==> config.mk <==
export PLATFORM = sky130hd
export DESIGN_NAME = pmem_acc_ctrl
export DESIGN_NICKNAME = d
export VERILOG_FILES = /design/src/rtl/pmem_acc_pkg.sv /design/src/rtl/psum_vec_add.sv /design/src/rtl/pmem_acc_ctrl.sv
export SDC_FILE = /design/constraint.sdc
export NUM_CORES = 1
export LEC_CHECK = 0
export BUFFER_PORTS_ARGS = -buffer_cell sky130_fd_sc_hd__buf_2
export CAP_MARGIN = 20
export CORE_MARGIN = 2
export CORE_UTILIZATION = 30
export DETAILED_ROUTE_END_ITERATION = 8
export PLACE_DENSITY_LB_ADDON = 0.1
export SKIP_LAST_GASP = 1
export SLEW_MARGIN = 20
export SYNTH_ARGS = -nofsm -noshare
export SYNTH_HDL_FRONTEND = slang
export SYNTH_SLANG_ARGS = --single-unit
==> constraint.sdc <==
create_clock -name clk -period 4.7 [get_ports clk]
set_clock_uncertainty 0.15 [all_clocks]
set_input_delay 0.705 -clock clk [delete_from_list [all_inputs] [get_ports clk]]
set_output_delay 0.705 -clock clk [all_outputs]
set_load 0.1 [all_outputs]
==> src/rtl/pmem_acc_pkg.sv <==
// Shared types and defaults for the PMEM accumulation controller.
// Lane i of a psum vector occupies bits [lane_lsb(i, bw) +: bw].
package pmem_acc_pkg;

    localparam int PSUM_BW_DEFAULT  = 16;
    localparam int COL_DEFAULT      = 8;
    localparam int NUM_ROWS_DEFAULT = 16;
    localparam int NUM_KIJ_DEFAULT  = 9;
    localparam int ADDR_W_DEFAULT   = 9;

    typedef enum logic [1:0] {
        ST_IDLE = 2'd0,
        ST_RD   = 2'd1,
        ST_WR   = 2'd2,
        ST_FIN  = 2'd3
    } acc_state_t;

    function automatic int lane_lsb(input int lane, input int bw);
        return lane * bw;
    endfunction

endpackage

==> src/rtl/psum_vec_add.sv <==
// Combinational per-lane signed wrapping add of a psum vector onto a stored row.
// first bypasses the stored row; last_relu clamps negative lanes to zero.
module psum_vec_add
    import pmem_acc_pkg::*;
#(
    parameter int COL     = COL_DEFAULT,
    parameter int PSUM_BW = PSUM_BW_DEFAULT
) (
    input  logic [COL*PSUM_BW-1:0] vec,
    input  logic [COL*PSUM_BW-1:0] acc,
    input  logic                   first,
    input  logic                   last_relu,
    output logic [COL*PSUM_BW-1:0] sum
);

    logic [PSUM_BW-1:0] lane;

    always_comb begin
        sum  = '0;
        lane = '0;
        for (int i = 0; i < COL; i++) begin
            lane = vec[lane_lsb(i, PSUM_BW) +: PSUM_BW];
            if (!first) begin
                lane = lane + acc[lane_lsb(i, PSUM_BW) +: PSUM_BW];
            end
            // sign bit set means the lane is negative
            if (last_relu && lane[PSUM_BW-1]) begin
                lane = '0;
            end
            sum[lane_lsb(i, PSUM_BW) +: PSUM_BW] = lane;
        end
    end

endmodule

==> src/rtl/pmem_acc_ctrl.sv <==
// Drains one OFIFO vector per row into PMEM with read-modify-write accumulation.
// Two cycles per row (RD then WR); an empty OFIFO holds the FSM in RD.
module pmem_acc_ctrl
    import pmem_acc_pkg::*;
#(
    parameter int COL      = COL_DEFAULT,
    parameter int PSUM_BW  = PSUM_BW_DEFAULT,
    parameter int NUM_ROWS = NUM_ROWS_DEFAULT,
    parameter int NUM_KIJ  = NUM_KIJ_DEFAULT,
    parameter int ADDR_W   = ADDR_W_DEFAULT,
    parameter int ACC_BASE = 0
) (
    input  logic                   clk,
    input  logic                   reset,
    input  logic                   start,
    input  logic [3:0]             kij_idx,
    input  logic                   relu_en,
    input  logic                   ofifo_valid,
    input  logic [COL*PSUM_BW-1:0] ofifo_out,
    output logic                   ofifo_rd,
    input  logic [COL*PSUM_BW-1:0] mem_q,
    output logic [COL*PSUM_BW-1:0] mem_d,
    output logic [ADDR_W-1:0]      mem_addr,
    output logic                   mem_cen,
    output logic                   mem_wen,
    output logic                   busy,
    output logic                   done
);

    localparam int VEC_W = COL * PSUM_BW;
    localparam int ROW_W = (NUM_ROWS > 1) ? $clog2(NUM_ROWS) : 1;

    acc_state_t         state;
    acc_state_t         state_nxt;
    logic [ROW_W-1:0]   row;
    logic               first_r;
    logic               relu_r;
    logic [VEC_W-1:0]   vec_r;
    logic [VEC_W-1:0]   sum;
    logic [ADDR_W-1:0]  row_addr;
    logic               last_row;

    assign row_addr = ADDR_W'(ACC_BASE) + ADDR_W'(row);
    assign last_row = (row == ROW_W'(NUM_ROWS - 1));

    psum_vec_add #(
        .COL     (COL),
        .PSUM_BW (PSUM_BW)
    ) u_add (
        .vec       (vec_r),
        .acc       (mem_q),
        .first     (first_r),
        .last_relu (relu_r),
        .sum       (sum)
    );

    always_ff @(posedge clk or posedge reset) begin
        if (reset) begin
            state   <= ST_IDLE;
            row     <= '0;
            first_r <= 1'b0;
            relu_r  <= 1'b0;
            vec_r   <= '0;
        end else begin
            state <= state_nxt;
            case (state)
                ST_IDLE: begin
                    if (start) begin
                        first_r <= (kij_idx == 4'd0);
                        relu_r  <= relu_en && (kij_idx == 4'(NUM_KIJ - 1));
                        row     <= '0;
                    end
                end
                ST_RD: begin
                    if (ofifo_valid) begin
                        vec_r <= ofifo_out;
                    end
                end
                ST_WR: begin
                    // hold on the last row; the counter only wraps through FIN
                    if (!last_row) begin
                        row <= row + 1'b1;
                    end
                end
                ST_FIN: begin
                    row <= '0;
                end
                default: ;
            endcase
        end
    end

    always_comb begin
        state_nxt = state;
        ofifo_rd  = 1'b0;
        mem_cen   = 1'b1;
        mem_wen   = 1'b1;
        mem_addr  = '0;
        mem_d     = '0;
        done      = 1'b0;
        busy      = (state == ST_RD) || (state == ST_WR);
        case (state)
            ST_IDLE: begin
                if (start) begin
                    state_nxt = ST_RD;
                end
            end
            ST_RD: begin
                mem_addr = row_addr;
                // read issue is gated by the FIFO head so a stalled RD leaves the SRAM idle
                if (ofifo_valid) begin
                    ofifo_rd  = 1'b1;
                    mem_cen   = first_r;
                    state_nxt = ST_WR;
                end
            end
            ST_WR: begin
                mem_cen   = 1'b0;
                mem_wen   = 1'b0;
                mem_addr  = row_addr;
                mem_d     = sum;
                state_nxt = last_row ? ST_FIN : ST_RD;
            end
            ST_FIN: begin
                done      = 1'b1;
                state_nxt = ST_IDLE;
            end
            default: state_nxt = ST_IDLE;
        endcase
    end

endmodule
==> qor.yml <==
layout:
  area_growth_pct: 39.0
  fin_nets: 2235
  ff_latch_area_sq_mm: 0.00341
  design_area_sq_mm: 0.0178
  multi_input_area_sq_mm: 0.00949
  fill_cells: 4261
  drive_above_1_share_pct: 38.2
floorplan:
  die-area_sq_mm: 0.0444
  die_w_microns: 211
  row_count: 75
  design.portCount: 407
  core_sq_mm: 0.0420
  start_util_pct: 30.5
  die_y_microns: 211
yosys:
  synth_ff_type: "dfrtp_1"
  async_flop_share_pct: 100
  synthCells: 1447
  ys_seq_area_share_pct: 26.6
  ys_ff_latch: 136
  yosysTopAreaCellShare_pct: 26.6
  synth_cell_types: 69
  synth_edf_count: 0
  synthesis.area_sq_mm: 0.0128
  yosysWarnings: 0
  syn-mean-instance-area_sq_um: 8.85
  synthTopCellsByArea: "dfrtp_1, ha_1, mux2_2"
  synth_top_cell_by_area: "dfrtp_1"
place:
  io_buffer_count: 401
  placed_cell_area_sq_mm: 0.0171
  hpwlAfterDp_mm: 32.5
  gp_congestion: 0.841
clock_tree:
  cts_hold_buf: 0
  clk_path_buf_depth: 2
  insertion_delay_ns: 0.47
  cts_made_buffers: 17
  h-tree-depth: 4
  cts_tree: "built"
  clk_pin_slew_worst_paths_ns: 0.06
  cts-root-buf: "clkbuf_16"
  clock_sinks: 136
worst_setup_path:
  crit_required_ns: 3.85
  critPathLaunchType: "flip-flop"
  cpPeakStageDelay_ns: 0.44
  cp_slowest_cell: "buf_2"
  critPathCapture: "mem_d[74]"
  crit_path_end_kind: "output pin"
  crit_path_max_fanout: 15
  cpMostUsedCell: "o21ai_0"
  crit_arrival_ns: 3.65
  reg2reg_to: "vec_r[121]"
  path_class: "flip-flop to output pin"
  crit_chain: "ha_1 -> o21ai_0 -> o21ai_0 -> nand3b_1 -> a31oi_1 -> o21ai_0 -> a211o_1 -> mux2i_2 -> buf_4 -> nor3_2 -> buf_2"
  cp-startpoint: "vec_r[66]"
  reg2regPathDepth: 5
  r2r_slack_ns: 2.03
  r2r-start: "state[1]"
min_path:
  min_path_type: "input port to async pin"
sta:
  hold_viol_final: 0
  finalCritPeriodShare_pct: 95.9
  worstMarginPinSlew_ns: 0.845
  drv_slew: 0
  slew_headroom_pct: 43.7
  setup_violations: 0
  rsz0062_at_grt: "yes"
  fmax_mhz: 222
  min_period_ns: 4.51
detailed_routing:
  dr.pass1.iters: 5
  antenna_left: 0
  wl_met1_mm: 18.7
  dr_wl_met2_mm: 20.1
  drc: 0
  drt_iter0_drc: 419
  wl_met3_mm: 2.89
  wl_per_cell_microns: 17.8
  vias_per_cell: 5.11
  vias: 12200
  top_layer: "met5"
  totalWireLength_mm: 42.5
global_route:
  grt_usage_pct: 19.4
  grt_pass1_wl_mm: 66.7
  overflow: 0
  grt_start_max_net_pins: 143
  antenna_found_initial: 19
  first_global_vias: 12200
run:
  drv_cap: 0
status:
  status: "finished clean"
[cell usage after synthesis, drive strengths merged (5+ instances only)]
| library cell | instances |
|---|---|
| nor2 | 183 |
| dfrtp | 136 |
| mux2 | 130 |
| ha | 127 |
| a21oi | 115 |
| nor3 | 90 |
| o21ai | 80 |
| nand2 | 72 |
| xnor2 | 65 |
| mux2i | 50 |
| a21o | 44 |
| clkbuf | 35 |
| xor2 | 31 |
| buf | 29 |
| a211oi | 27 |
| inv | 20 |
| nand3 | 19 |
| a31oi | 18 |
| nor2b | 15 |
| o21a | 14 |
| nand4 | 13 |
| or3 | 10 |
| a2111oi | 9 |
| nand2b | 9 |
| nor3b | 9 |
| and2 | 8 |
| and3 | 8 |
| fa | 8 |
| nor4b | 8 |
| o31ai | 7 |
| o211ai | 5 |
| or2 | 5 |
[layout make-up]
type	instances	area share, %
sequential	136	19.1
multi-input combinational	1229	53.3
antenna	7	0.0984
clock inverter	9	0.829
timing repair buffer	431	19.8
inverter	20	0.464
tap	539	3.79
clock buffer	22	2.61
[cells in the final DEF, fill, tap and decap left out, types with 65 or more instances in the layout]
master / Yosys / routed
buf_2: 10 / 314
o21ai_0: 75 / 73
xnor2_1: 65 / 65
mux2_2: 130 / 130
ha_1: 127 / 127
dfrtp_1: 136 / 135
nor2_1: 183 / 153
a21oi_1: 114 / 108
buf_12: 0 / 86
nand2_1: 72 / 72
[cell families after synthesis]
group	count (synthesis)	synth area share (%)
XOR/XNOR	96	6.56
AO/OA/AOI/OAI	344	17.1
buffers and inverters	86	3.14
AND/OR/NAND/NOR	469	17.5
adder cells (fa/ha/maj)	135	13.7
multiplexers	180	15.5
other	1	0.0293
flip-flops	136	26.6
[worst min path at each step]
| stage | start | end | slack, ns | depth (start not counted) |
|---|---|---|---|---|
| CTS | reset | vec_r[28] | 0.24 | 2 |
| detailed placement | vec_r[55] | vec_r[55] | 0.38 | 1 |
| global route | ofifo_out[9] | vec_r[9] | 0.28 | 2 |
| floorplan | row[1] | row[1] | 0.34 | 2 |
| global placement | vec_r[80] | vec_r[80] | 0.37 | 1 |
| finish | reset | vec_r[38] | 0.23 | 2 |
[worst max-delay path: cells and delay by family, from the launching register on]
| kind | cells | cell delay [ns] |
|---|---|---|
| AOI/OAI and AO/OA | 5 | 1.22 |
| buffers and inverters | 2 | 0.66 |
| and+or+nand+nor | 2 | 0.35 |
| muxes | 1 | 0.16 |
| DFF | 1 | 0.41 |
| adders and majority gates | 1 | 0.39 |
[sequential cells by signal, indices dropped and copies added, names as in the netlist]
name,flops
row,4
vec_r,128
relu_r,1
first_r,1
state,2
[repair_timing]
item	4_1_cts	5_1_grt
setup endpoints to repair	6	18
buffers inserted	3	0
gates cloned	0	0
gates resized for setup	0	15
pin swaps	0	0
[through the flow]
step                setup WS [ns]  util, %  setup TNS, ns  cells  hold WS, ns
finish                      0.192     42.4              0   2393        0.230
global route             -0.00149     42.3       -0.00149   2391        0.276
CTS                         0.107     42.2              0   2386        0.237
detailed placement         0.0279     40.6              0   2352        0.378
global placement           0.0338     40.6              0   2352        0.369
floorplan                  -0.852        -          -4.14   1451        0.336
[layer usage]
metal / track usage [%] / vias to the layer above
met5: 0 / -
met4: 6.80 / 24
met3: 6.59 / 56
met2: 31.8 / 280
met1: 23.8 / 5784
li1: - / 6095
Power is left out: the tool's default activity adds up to more than one toggle a clock period on the data nets, which glitch-free logic cannot reach.
